==> config.mk <==
export PLATFORM = sky130hd
export DESIGN_NAME = para_smooth
export DESIGN_NICKNAME = d
export VERILOG_FILES = /design/src/rtl/para_pkg.sv /design/src/rtl/smooth_buf.sv /design/src/rtl/para_smooth.sv
export SDC_FILE = /design/constraint.sdc
export NUM_CORES = 1
export LEC_CHECK = 0
export ABC_AREA = 1
export CAP_MARGIN = 20
export CORE_ASPECT_RATIO = 1.5
export CORE_UTILIZATION = 50
export DETAILED_ROUTE_END_ITERATION = 12
export DONT_BUFFER_PORTS = 1
export HOLD_SLACK_MARGIN = 0.12
export PLACE_DENSITY = 0.74
export SYNTH_ARGS = -nofsm -noshare
export SYNTH_HDL_FRONTEND = slang
export SYNTH_SLANG_ARGS = --single-unit
==> constraint.sdc <==
create_clock -name clk_sys -period 8.6 [get_ports clk_sys]
set_clock_uncertainty 0.1 [all_clocks]
set_input_delay 2.15 -clock clk_sys [delete_from_list [all_inputs] [get_ports clk_sys]]
set_output_delay 2.15 -clock clk_sys [all_outputs]
set_load 0.02 [all_outputs]
==> src/rtl/para_pkg.sv <==
// Shared constants and state encoding for the parameter smoothing path.
package para_pkg;

   localparam int PARA_DW      = 16;
   localparam int PARA_SMW_MAX = 4;
   localparam int PARA_ACC_W   = PARA_DW + PARA_SMW_MAX;

   typedef enum logic {
      S_FILL = 1'b0,
      S_RUN  = 1'b1
   } smooth_state_t;

   function automatic logic [2:0] clamp_smw(
      input logic [2:0] smw,
      input int         smw_max
   );
      return (smw > 3'(smw_max)) ? 3'(smw_max) : smw;
   endfunction

endpackage

==> src/rtl/smooth_buf.sv <==
// Circular sample buffer: write on strobe, combinational read of the
// sample rd_off positions behind the write pointer.
module smooth_buf
   import para_pkg::*;
#(
   parameter int DW = PARA_DW,
   parameter int AW = PARA_SMW_MAX
) (
   input  logic          clk_sys,
   input  logic          rst_n,
   input  logic          wr_en,
   input  logic [DW-1:0] wr_data,
   input  logic [AW-1:0] rd_off,
   output logic [DW-1:0] rd_data
);

   logic [DW-1:0] mem [2**AW];
   logic [AW-1:0] wptr;

   always_ff @(posedge clk_sys or negedge rst_n) begin
      if (!rst_n) begin
         wptr <= '0;
      end else if (wr_en) begin
         wptr <= wptr + 1'b1;
      end
   end

   always_ff @(posedge clk_sys) begin
      if (wr_en) begin
         mem[wptr] <= wr_data;
      end
   end

   // Offset 0 means a full-depth window: the slot about to be overwritten.
   assign rd_data = mem[wptr - rd_off];

endmodule

==> src/rtl/para_smooth.sv <==
// Moving-average smoother over 2^k samples with fill tracking.
// Optional peak hold enabled by macro PARA_SMOOTH_PEAK_EN.
module para_smooth
   import para_pkg::*;
#(
   parameter int DW      = PARA_DW,
   parameter int SMW_MAX = PARA_SMW_MAX
) (
   input  logic          clk_sys,
   input  logic          rst_n,
   input  logic [DW-1:0] ad_data,
   input  logic          ad_vld,
   input  logic [2:0]    cfg_smw,
`ifdef PARA_SMOOTH_PEAK_EN
   input  logic          cfg_pk_clr,
   output logic [DW-1:0] stu_peak,
`endif
   output logic          stu_fill,
   output logic [DW-1:0] sm_data,
   output logic          sm_vld
);

   localparam int ACC_W = DW + SMW_MAX;
   localparam int CW    = SMW_MAX + 1;

   smooth_state_t    state;
   logic [2:0]       k_r;
   logic [2:0]       k_in;
   logic [ACC_W-1:0] acc;
   logic [ACC_W-1:0] acc_nxt;
   logic [CW-1:0]    fill_cnt;
   logic [CW-1:0]    fill_nxt;
   logic [CW-1:0]    win_n;
   logic [DW-1:0]    old;
   logic             cfg_chg;
   logic             accept;

   assign k_in     = clamp_smw(cfg_smw, SMW_MAX);
   assign cfg_chg  = (k_in != k_r);
   assign accept   = ad_vld && !cfg_chg;
   assign win_n    = CW'(1) << k_r;
   assign fill_nxt = fill_cnt + 1'b1;

   // Nothing leaves the window until it has been filled with fresh samples.
   assign acc_nxt = acc + ACC_W'(ad_data)
                  - ((state == S_RUN) ? ACC_W'(old) : '0);

   smooth_buf #(
      .DW (DW),
      .AW (SMW_MAX)
   ) u_buf (
      .clk_sys (clk_sys),
      .rst_n   (rst_n),
      .wr_en   (accept),
      .wr_data (ad_data),
      .rd_off  (win_n[SMW_MAX-1:0]),
      .rd_data (old)
   );

   always_ff @(posedge clk_sys or negedge rst_n) begin
      if (!rst_n) begin
         state    <= S_FILL;
         k_r      <= '0;
         acc      <= '0;
         fill_cnt <= '0;
         sm_data  <= '0;
         sm_vld   <= 1'b0;
         stu_fill <= 1'b1;
      end else begin
         sm_vld <= 1'b0;
         if (cfg_chg) begin
            k_r      <= k_in;
            acc      <= '0;
            fill_cnt <= '0;
            state    <= S_FILL;
            stu_fill <= 1'b1;
         end else if (ad_vld) begin
            acc <= acc_nxt;
            unique case (state)
               S_FILL: begin
                  fill_cnt <= fill_nxt;
                  if (fill_nxt == win_n) begin
                     state    <= S_RUN;
                     stu_fill <= 1'b0;
                     sm_vld   <= 1'b1;
                     sm_data  <= DW'(acc_nxt >> k_r);
                  end
               end
               S_RUN: begin
                  sm_vld  <= 1'b1;
                  sm_data <= DW'(acc_nxt >> k_r);
               end
            endcase
         end
      end
   end

`ifdef PARA_SMOOTH_PEAK_EN
   always_ff @(posedge clk_sys or negedge rst_n) begin
      if (!rst_n) begin
         stu_peak <= '0;
      end else if (cfg_pk_clr) begin
         stu_peak <= '0;
      end else if (sm_vld && (sm_data > stu_peak)) begin
         stu_peak <= sm_data;
      end
   end
`endif

endmodule

==> run_results.csv, run 1 <==
group,metric,value,unit
status,run_status,"completed",
cells_and_area,layout.cells.most_common_list,"sky130_fd_sc_hd__nand2_1, sky130_fd_sc_hd__edfxtp_1, sky130_fd_sc_hd__inv_1",
timing,maxClockFrequency,163,MHz
grt,antenna_found_initial,0,
clock_tree,cts_made_buffers,28,
worst_setup_path,startpoint_type,"flip-flop",
cells_and_area,final_cell_area,16200,um^2
job,max-cap-violations,0,
hold_path,min_to,"stu_fill$_DFFE_PN1P_",
timing,worstMarginPinSlew,1030,ps
die,initial_utilization,0.513,
hold_path,worst_min_path_start,"stu_fill$_DFFE_PN1P_",
worst_setup_path,worst-endpoint-arrival,6450,ps
power,power-per-cell-area,304,nW/um^2
synthesis,syn_inst,1463,
die,ios,40,
die,die-height,213,um
placed_design,io_buffers,0,
route,wl_per_cell,18.2,um
grt,grt_pass1_wl,53.4,mm
cells_and_area,layout-area-overhead-vs-synth,8.98,%
worst_setup_path,timing.reg2reg.setup_slack,2480,ps
route,routed_wl,33.8,mm
timing,number_of_hold_violations_in_the_final_report,0,
placed_design,place.detailed.hpwl,22.2,mm
synthesis,async_flop_share,0.166,
synthesis,synth_area_per_cell,10.1,um^2
timing,post-route-period-util,0.711,
cells_and_area,layout.cells.most_common,"sky130_fd_sc_hd__nand2_1",
die,design.die.area,30300,um^2
grt,vias_in_the_first_global_route,10200,
worst_setup_path,critical_path.endpoint_type,"flip-flop",
worst_setup_path,worstPathMaxFanout,58,
die,fp-row-count,76,
clock_tree,cts.repair_timing.setup_buffer_count,0,
timing,finalSetupViolations,0,
worst_setup_path,cp_common_cell,"sky130_fd_sc_hd__nand2_1",
clock_tree,clock_tree_from_tritoncts,"yes",
synthesis,library_cells_used_by_synthesis,37,
timing,unrepaired_setup_endpoints_after_global_routing,"no",
die,design.core.area,28900,um^2
grt,maximum_number_of_pins_on_one_net_before_global_route_repair,129,
route,post_drt_via_cell_ratio,5.58,
cells_and_area,post_route_cells_drive_above_1_share,0.0641,
synthesis,syn_warnings,0,
clock_tree,h-tree-depth,1,
timing,final_total_negative_setup_slack,0,ps
hold_path,worstHoldPathType,"flip-flop to flip-flop",
worst_setup_path,cp_data_required_time,8930,ps
clock_tree,clock_path_buffers,3,
worst_setup_path,reg2reg_start,"k_r[2]$_DFFE_PN0N_",
synthesis,yosysSeqAreaShare,0.605,
synthesis,synth_enable_flop_cells,256,
clock_tree,clock_transition_time_at_the_flip_flop_clock_pins_of_the_worst_setup_and_hold_paths,60,ps
worst_setup_path,cpPeakStageDelay,750,ps
worst_setup_path,timing.reg2reg.worst_path_depth,29,
power,cellLeakagePower,0.00639,uW
synthesis,synth_fp_nets,1530,
clock_tree,cts_sinks,307,
hold_path,min_path_cells,2,
route,drtIter0Drc,820,
clock_tree,clock_root_buffer_master,"sky130_fd_sc_hd__clkbuf_16",
timing,period_minus_slack,6120,ps
grt,grt-ovfl-total,0,
die,die_x,143,um
worst_setup_path,capture_point_of_the_worst_reg_to_reg_path,"sm_data[9]$_DFFE_PN0P_",
clock_tree,postCtsResizedCells,0,
route,detail_route.first_pass.iterations,5,
synthesis,mappedNetlistArea,14800,um^2
power,max-vdd-ir-drop,0.266,mV
synthesis,synth.ff_latch_count,307,
cells_and_area,design.final.nets,1513,
timing,final-max-slew-violation-count,0,
placed_design,dpl_cell_area,15200,um^2
route,num_vias,10400,
worst_setup_path,worst-setup-path-type,"flip-flop to flip-flop",
clock_tree,ctsHoldBuffers,0,
placed_design,place_congestion,0.958,
clock_tree,clock_insertion_delay_worst_skew,560,ps
timing,maxSlewHeadroom,0.312,
grt,grt_use_total,0.230,
worst_setup_path,crit_path_max_delay_cell_type,"sky130_fd_sc_hd__dfrtp_1",
route,ant_nets,0,
route,drc_errors,0,
cells_and_area,final_antenna_diode_count,0,
synthesis,synth_flop_cell,"sky130_fd_sc_hd__edfxtp_1",
## routing by layer
layer  wire [um]  global-route usage  up-vias  share of wire
met5           0                   0        -              0
met4        1150              0.0942        0          0.034
met3        1520              0.0280       92          0.045
met2       18300               0.432      288           0.54
met1       12800               0.263     5020           0.38
li1            -                   -     4957              -
## stage by stage
step           utilization  power (uW)  setup slack (ps)  std cells  hold slack (ps)
4_1_cts              0.559        4930              2460       1857              450
5_1_grt              0.559        5220              1920       1857              479
3_3_place_gp         0.527        3640              2550       1806              420
2_1_floorplan            -        3230              3780       1463              406
3_5_place_dp         0.527        3680              2500       1806              432
6_report             0.559        4910              2480       1857              446
## worst max-delay path by stage
stage / slack [ps] / end / cells past startpoint / from
3_5_place_dp: 2500 / sm_data[9]$_DFFE_PN0P_ / 29 / k_r[2]$_DFFE_PN0N_
4_1_cts: 2460 / sm_data[9]$_DFFE_PN0P_ / 29 / k_r[2]$_DFFE_PN0N_
5_1_grt: 1920 / sm_data[9]$_DFFE_PN0P_ / 28 / k_r[0]$_DFFE_PN0N_
2_1_floorplan: 3780 / sm_data[8]$_DFFE_PN0P_ / 29 / k_r[1]$_DFFE_PN0N_
3_3_place_gp: 2550 / sm_data[9]$_DFFE_PN0P_ / 29 / k_r[2]$_DFFE_PN0N_
6_report: 2480 / sm_data[9]$_DFFE_PN0P_ / 29 / k_r[2]$_DFFE_PN0N_
## report_power, final
part           switching (uW)  internal, uW
combinational            1270           609
sequential                101          1700
clock                     534           709
total                    1900          3010
## worst max-delay path, delay by kind of cell, from the launching register on
family | cells | cell delay, ps
fa+ha+maj | 3 | 1460
flops | 1 | 750
simple gates | 18 | 1810
compound gates | 3 | 400
buf+inv | 5 | 1420
## logic make-up (layout without fill, tap and decap cells)
family,Yosys count,after routing,share of synthesized area
xor gates and xnor gates,23,23,0.0146
AOI/OAI and AO/OA,234,234,0.103
DFF,307,307,0.605
adders and majority gates,45,45,0.0466
buffers and inverters,217,221,0.0579
and+or+nand+nor,637,637,0.173
## cell usage after synthesis (5+ instances only)
master,count,area [um^2]
sky130_fd_sc_hd__buf_2,11,55.1
sky130_fd_sc_hd__fa_1,17,340
sky130_fd_sc_hd__ha_1,28,350
sky130_fd_sc_hd__edfxtp_1,256,7690
sky130_fd_sc_hd__a21oi_2,10,87.6
sky130_fd_sc_hd__nand2_1,473,1780
sky130_fd_sc_hd__a21oi_1,89,445
sky130_fd_sc_hd__a32oi_1,32,280
sky130_fd_sc_hd__nor2_1,47,176
sky130_fd_sc_hd__a32o_1,32,320
sky130_fd_sc_hd__o211ai_1,5,37.5
sky130_fd_sc_hd__nand3_1,97,485
sky130_fd_sc_hd__inv_2,5,18.8
sky130_fd_sc_hd__dfrtp_1,50,1250
sky130_fd_sc_hd__buf_1,7,26.3
sky130_fd_sc_hd__clkbuf_1,46,173
sky130_fd_sc_hd__xnor2_1,8,70.1
sky130_fd_sc_hd__inv_1,142,533
sky130_fd_sc_hd__nor3_1,7,35.0
sky130_fd_sc_hd__xor2_1,13,114
sky130_fd_sc_hd__o21ai_0,52,260
sky130_fd_sc_hd__o22ai_1,8,50.1
## layout make-up
class	count	area (um^2)
Clock inverter	16	166
Multi-Input combinational cell	939	5040
Timing Repair Buffer	23	185
Clock buffer	35	748
Fill cell	2438	12800
Sequential cell	307	8960
Tap cell	390	488
Inverter	147	553
## flip-flops by register name, summed over array words and instances (netlist names)
signal      flops
stu_fill        1
fill_cnt        5
acc            20
k_r             3
sm_vld          1
u_buf.wptr      4
u_buf.mem     256
state           1
sm_data        16
Power figures use the tool's default switching activity.
==> run 2, diff against run 1 <==
==> constraint.sdc (replaced) <==
create_clock -name clk_sys -period 6.31 [get_ports clk_sys]
set_clock_uncertainty 0.1 [all_clocks]
set_input_delay 1.5775 -clock clk_sys [delete_from_list [all_inputs] [get_ports clk_sys]]
set_output_delay 1.5775 -clock clk_sys [all_outputs]
set_load 0.02 [all_outputs]
==> run 2 against run 1 <==
Compared with the run above:
- combinational power up 42%
- utilization up 0.70 points
- count of clock-buffer cells in the layout down 5
- critical endpoint is now sm_data[2]$_DFFE_PN0P_
- largest cell class unchanged
- highest routed layer unchanged
==> run_results.csv, run 2 (same netlist as run 1, synthesis figures left out) <==
group,metric,value,unit
status,run_status,"completed",
power,cellLeakagePower,0.00650,uW
timing,worstMarginPinSlew,937,ps
worst_setup_path,cpPeakStageDelay,1140,ps
timing,fin_hold_ws,443,ps
clock_tree,cts_sinks,307,
clock_tree,clock_insertion_delay_worst_skew,550,ps
route,wl_per_cell,18.9,um
route,routed_wl,35.3,mm
worst_setup_path,cp_data_required_time,6650,ps
worst_setup_path,crit_path_max_delay_cell_type,"sky130_fd_sc_hd__fa_4",
route,num_vias,10600,
clock_tree,ctsHoldBuffers,0,
grt,grt_pass1_wl,55.6,mm
hold_path,worstHoldPathType,"flip-flop to flip-flop",
clock_tree,cts.repair_timing.setup_buffer_count,0,
die,ios,40,
route,drtIter0Drc,859,
cells_and_area,top_regs,"u_buf.mem: 256 flops, acc: 20 flops, sm_data: 16 flops",
power,power-per-cell-area,422,nW/um^2
timing,finalSetupViolations,0,
worst_setup_path,worst-endpoint-arrival,6040,ps
clock_tree,clock_tree_from_tritoncts,"yes",
job,max-cap-violations,0,
placed_design,io_buffers,0,
die,die_x,143,um
timing,final_total_negative_setup_slack,0,ps
clock_tree,clock_root_buffer_master,"sky130_fd_sc_hd__clkbuf_16",
die,design.die.area,30300,um^2
clock_tree,cts_made_buffers,28,
timing,maxSlewHeadroom,0.375,
die,fp-row-count,76,
timing,number_of_hold_violations_in_the_final_report,0,
route,detail_route.first_pass.iterations,6,
clock_tree,clock_path_buffers,3,
clock_tree,h-tree-depth,1,
cells_and_area,layout.cells.most_common_list,"sky130_fd_sc_hd__nand2_1, sky130_fd_sc_hd__edfxtp_1, sky130_fd_sc_hd__inv_1",
timing,unrepaired_setup_endpoints_after_global_routing,"no",
cells_and_area,largest_reg_flops,256,
timing,post-route-period-util,0.902,
grt,vias_in_the_first_global_route,10500,
die,die-height,213,um
grt,maximum_number_of_pins_on_one_net_before_global_route_repair,81,
grt,antenna_found_initial,0,
placed_design,post-place-cells,1817,
clock_tree,clock_transition_time_at_the_flip_flop_clock_pins_of_the_worst_setup_and_hold_paths,70,ps
die,design.core.area,28900,um^2
clock_tree,postCtsResizedCells,0,
timing,maxClockFrequency,176,MHz
cells_and_area,final_antenna_diode_count,0,
cells_and_area,layout.cells.most_common,"sky130_fd_sc_hd__nand2_1",
grt,grt_use_total,0.242,
worst_setup_path,worstPathMaxFanout,41,
worst_setup_path,critical_path.endpoint_type,"flip-flop",
cells_and_area,layout-area-overhead-vs-synth,10.4,%
cells_and_area,post_route_cells_drive_above_1_share,0.0771,
timing,final-max-slew-violation-count,0,
route,ant_nets,0,
route,drc_errors,0,
power,design_power_total,6910,uW
worst_setup_path,cp_common_cell,"sky130_fd_sc_hd__nand2_1",
placed_design,place.detailed.hpwl,23.1,mm
route,post_drt_via_cell_ratio,5.65,
cells_and_area,post_layout_nonfiller_instances,1869,
die,initial_utilization,0.513,
cells_and_area,reg_with_most_ffs,"u_buf.mem",
power,max-vdd-ir-drop,0.235,mV
worst_setup_path,worst-setup-path-type,"flip-flop to flip-flop",
cells_and_area,design.final.nets,1524,
timing,period_minus_slack,5690,ps
placed_design,place_congestion,0.950,
grt,grt-ovfl-total,0,
worst_setup_path,startpoint_type,"flip-flop",
## run 2: cell types whose count changed in the layout (fill, tap and decap cells not counted), sizes merged
cell and delta:
inv -1, clkinv +1, clkinvlp +4, buf +11
bufinv +2, clkbuf -5
## run 2: metrics by stage
| stage | utilization | setup slack (ps) | area, um^2 |
|---|---|---|---|
| 4_1_cts | 0.566 | 669 | 16400 |
| 2_1_floorplan | - | 1490 | 14800 |
| 3_5_place_dp | 0.532 | 705 | 15400 |
| 3_3_place_gp | 0.532 | 750 | 15400 |
| 6_report | 0.566 | 616 | 16400 |
| 5_1_grt | 0.566 | 244 | 16400 |
## run 2: worst paths after layout
kind	start	end	slack, ps	depth (start not counted)
worst max-delay path	k_r[2]$_DFFE_PN0N_	sm_data[2]$_DFFE_PN0P_	620	28
min in group asynchronous	rst_n	sm_data[9]$_DFFE_PN0P_	620	0
worst max register to register	k_r[2]$_DFFE_PN0N_	sm_data[2]$_DFFE_PN0P_	620	28
worst min-delay path	stu_fill$_DFFE_PN1P_	stu_fill$_DFFE_PN1P_	440	2
worst min register to register	stu_fill$_DFFE_PN1P_	stu_fill$_DFFE_PN1P_	440	2
max in group asynchronous	rst_n	stu_fill$_DFFE_PN1P_	5310	0
## run 2: worst max-delay path: cells and delay by family, from the launching register on
family	cells	cell delay (ps)
adder cells (fa/ha/maj)	4	2010
AND/OR/NAND/NOR	13	1550
buffers and inverters	7	870
AO/OA/AOI/OAI	4	620
flip-flops	1	390
## run 2: power breakdown
| part | total (uW) | switching, uW | internal, uW |
|---|---|---|---|
| clock network | 1800 | 747 | 1050 |
| logic | 2660 | 1750 | 913 |
| registers | 2440 | 132 | 2310 |
| total | 6910 | 2630 | 4280 |
## run 2: final cells by class
cell class / instances / area [um^2]
fillers: 2467 / 12600
flip-flops and latches: 307 / 8960
multi-input cells: 939 / 5040
clock buffers: 30 / 739
inverters: 147 / 553
well taps: 390 / 488
repair buffers: 34 / 318
clock inverters: 22 / 245
## run 2: routing by layer
layer,GRT usage,routed length [um]
met1,0.289,13300
met2,0.437,18400
met3,0.0280,2070
met4,0.109,1460
met5,0,0
==> run 3, diff against run 2 <==
--- a/config.mk
+++ b/config.mk
@@ -7,12 +7,11 @@
 export LEC_CHECK = 0
 export ABC_AREA = 1
 export CAP_MARGIN = 20
-export CORE_ASPECT_RATIO = 1.5
 export CORE_UTILIZATION = 50
 export DETAILED_ROUTE_END_ITERATION = 12
 export DONT_BUFFER_PORTS = 1
 export HOLD_SLACK_MARGIN = 0.12
-export PLACE_DENSITY = 0.74
+export PLACE_DENSITY = 0.77
 export SYNTH_ARGS = -nofsm -noshare
 export SYNTH_HDL_FRONTEND = slang
 export SYNTH_SLANG_ARGS = --single-unit
==> constraint.sdc (replaced) <==
create_clock -name clk_sys -period 4.8 [get_ports clk_sys]
set_clock_uncertainty 0.1 [all_clocks]
set_input_delay 1.2 -clock clk_sys [delete_from_list [all_inputs] [get_ports clk_sys]]
set_output_delay 1.2 -clock clk_sys [all_outputs]
set_load 0.02 [all_outputs]
==> run 3 against run 2 <==
Compared with the run above:
- the flow now finishes with violations (setup timing)
- die area hardly changed
- sequential share of layout area is 8.7 points lower
- power increased by 71%
- critical endpoint is now sm_data[13]$_DFFE_PN0P_
==> run_results.csv, run 3 (same netlist as run 1, synthesis figures left out) <==
group,metric,value,unit
route,wl_per_cell,21.0,um
clock_tree,clock_path_buffers,3,
worst_setup_path,timing.reg2reg.setup_slack,-290,ps
grt,antenna_found_initial,0,
worst_setup_path,cp_data_required_time,5170,ps
cells_and_area,layout.cells.most_common_list,"sky130_fd_sc_hd__nand2_1, sky130_fd_sc_hd__edfxtp_1, sky130_fd_sc_hd__buf_4",
worst_setup_path,timing.reg2reg.worst_path_depth,32,
status,run_status,"finished, violations left",
power,power-per-cell-area,606,nW/um^2
job,max-cap-violations,0,
worst_setup_path,cpPeakStageDelay,920,ps
timing,finalSetupViolations,25,
worst_setup_path,critical_path.endpoint_type,"flip-flop",
worst_setup_path,startpoint_type,"flip-flop",
timing,number_of_hold_violations_in_the_final_report,0,
cells_and_area,post_layout_nonfiller_instances,2001,
placed_design,place_congestion,0.894,
worst_setup_path,critPathLaunch,"k_r[0]$_DFFE_PN0N_",
cells_and_area,post_route_cells_drive_above_1_share,0.341,
cells_and_area,reg_with_most_ffs,"u_buf.mem",
timing,worstMarginPinSlew,859,ps
timing,post-route-period-util,1.06,
route,post_drt_via_cell_ratio,5.94,
die,initial_utilization,0.512,
timing,final-max-slew-violation-count,0,
timing,setup_ws,-293,ps
route,drc_errors,0,
grt,maximum_number_of_pins_on_one_net_before_global_route_repair,52,
timing,final_total_negative_setup_slack,-4480,ps
clock_tree,clock_transition_time_at_the_flip_flop_clock_pins_of_the_worst_setup_and_hold_paths,60,ps
clock_tree,clock_tree_from_tritoncts,"yes",
worst_setup_path,capture_point_of_the_worst_reg_to_reg_path,"sm_data[13]$_DFFE_PN0P_",
grt,grt_pass1_wl,61.3,mm
grt,grt_use_total,0.259,
route,routed_wl,42.1,mm
timing,fin_hold_ws,206,ps
clock_tree,cts_sinks,307,
route,detail_route.first_pass.iterations,6,
power,design_power_total,11800,uW
worst_setup_path,reg2reg_start,"k_r[0]$_DFFE_PN0N_",
clock_tree,h-tree-depth,1,
worst_setup_path,worst-endpoint-arrival,5460,ps
cells_and_area,final_antenna_diode_count,0,
hold_path,worstHoldPathType,"primary input to asynchronous set/reset pin",
cells_and_area,largest_reg_flops,256,
clock_tree,cts_made_buffers,31,
timing,period_minus_slack,5090,ps
placed_design,dpl_cell_area,16100,um^2
timing,maxSlewHeadroom,0.428,
placed_design,place.detailed.hpwl,24.4,mm
clock_tree,clock_insertion_delay_worst_skew,590,ps
die,die_x,174,um
worst_setup_path,worst-setup-path-type,"flip-flop to flip-flop",
cells_and_area,top_regs,"u_buf.mem: 256 flops, acc: 20 flops, sm_data: 16 flops",
grt,grt-ovfl-total,0,
worst_setup_path,worstPathMaxFanout,7,
route,num_vias,11900,
timing,unrepaired_setup_endpoints_after_global_routing,"yes",
clock_tree,ctsHoldBuffers,0,
die,design.core.area,28900,um^2
route,drtIter0Drc,1184,
worst_setup_path,crit_path_max_delay_cell_type,"sky130_fd_sc_hd__fa_4",
route,ant_nets,0,
status,failed_checks,"setup timing",
worst_setup_path,setup.worst_path.end,"sm_data[13]$_DFFE_PN0P_",
grt,vias_in_the_first_global_route,11600,
die,design.die.area,30300,um^2
cells_and_area,layout-area-overhead-vs-synth,31.3,%
cells_and_area,layout.cells.most_common,"sky130_fd_sc_hd__nand2_1",
die,fp-row-count,62,
die,die-height,174,um
placed_design,post-place-cells,1902,
cells_and_area,design.final.nets,1659,
die,ios,40,
placed_design,io_buffers,0,
clock_tree,clock_root_buffer_master,"sky130_fd_sc_hd__clkbuf_16",
timing,maxClockFrequency,196,MHz
power,cellLeakagePower,0.00773,uW
cells_and_area,final_cell_area,19500,um^2
power,max-vdd-ir-drop,0.456,mV
-- run 3: area by class of cell --
type | instances | area [um^2]
Timing Repair Buffer | 166 | 1710
Fill cell | 1836 | 9480
Sequential cell | 307 | 8960
Inverter | 147 | 573
Clock inverter | 18 | 208
Clock buffer | 40 | 840
Multi-Input combinational cell | 939 | 6680
Tap cell | 384 | 480
-- run 3: how the worst min path moves through the flow --
stage / slack, ps / to
detailed placement: 430 / acc[2]$_DFFE_PN0P_
global route: 200 / fill_cnt[2]$_DFFE_PN0P_
floorplan: 410 / stu_fill$_DFFE_PN1P_
finish: 210 / fill_cnt[2]$_DFFE_PN0P_
global placement: 420 / acc[7]$_DFFE_PN0P_
CTS: 190 / fill_cnt[2]$_DFFE_PN0P_
-- run 3: layer usage --
metal	part of all wire	wire, um	GRT usage
met1	0.38	15900	0.327
met2	0.49	20800	0.451
met3	0.079	3300	0.0376
met4	0.050	2090	0.0958
met5	0	0	0
-- run 3: power by group --
group	internal (uW)	leakage (uW)	switching, uW
Sequential	3040	0.00297	170
Clock	1450	0.000507	1040
Combinational	2630	0.00425	3470
Total	7120	0.00773	4680
-- run 3: what timing repair did --
action | CTS | global route
gates cloned | 5 | 1
endpoints found under the setup margin | 34 | 33
resized for setup | 229 | 268
pin swaps | 68 | 90
endpoints found under the hold margin | 0 | 0
buffers inserted | 22 | 20
-- run 3: metrics by stage --
step	setup WS (ps)	util
floorplan	61.5	-
global placement	-477	0.556
detailed placement	-553	0.556
CTS	-160	0.633
global route	-524	0.672
finish	-293	0.672
-- run 3: critical path, delay by kind of cell (launching register included) --
family	cells	cell delay (ps)
compound gates	4	530
fa+ha+maj	4	1730
buf+inv	7	610
flops	1	380
simple gates	17	1630
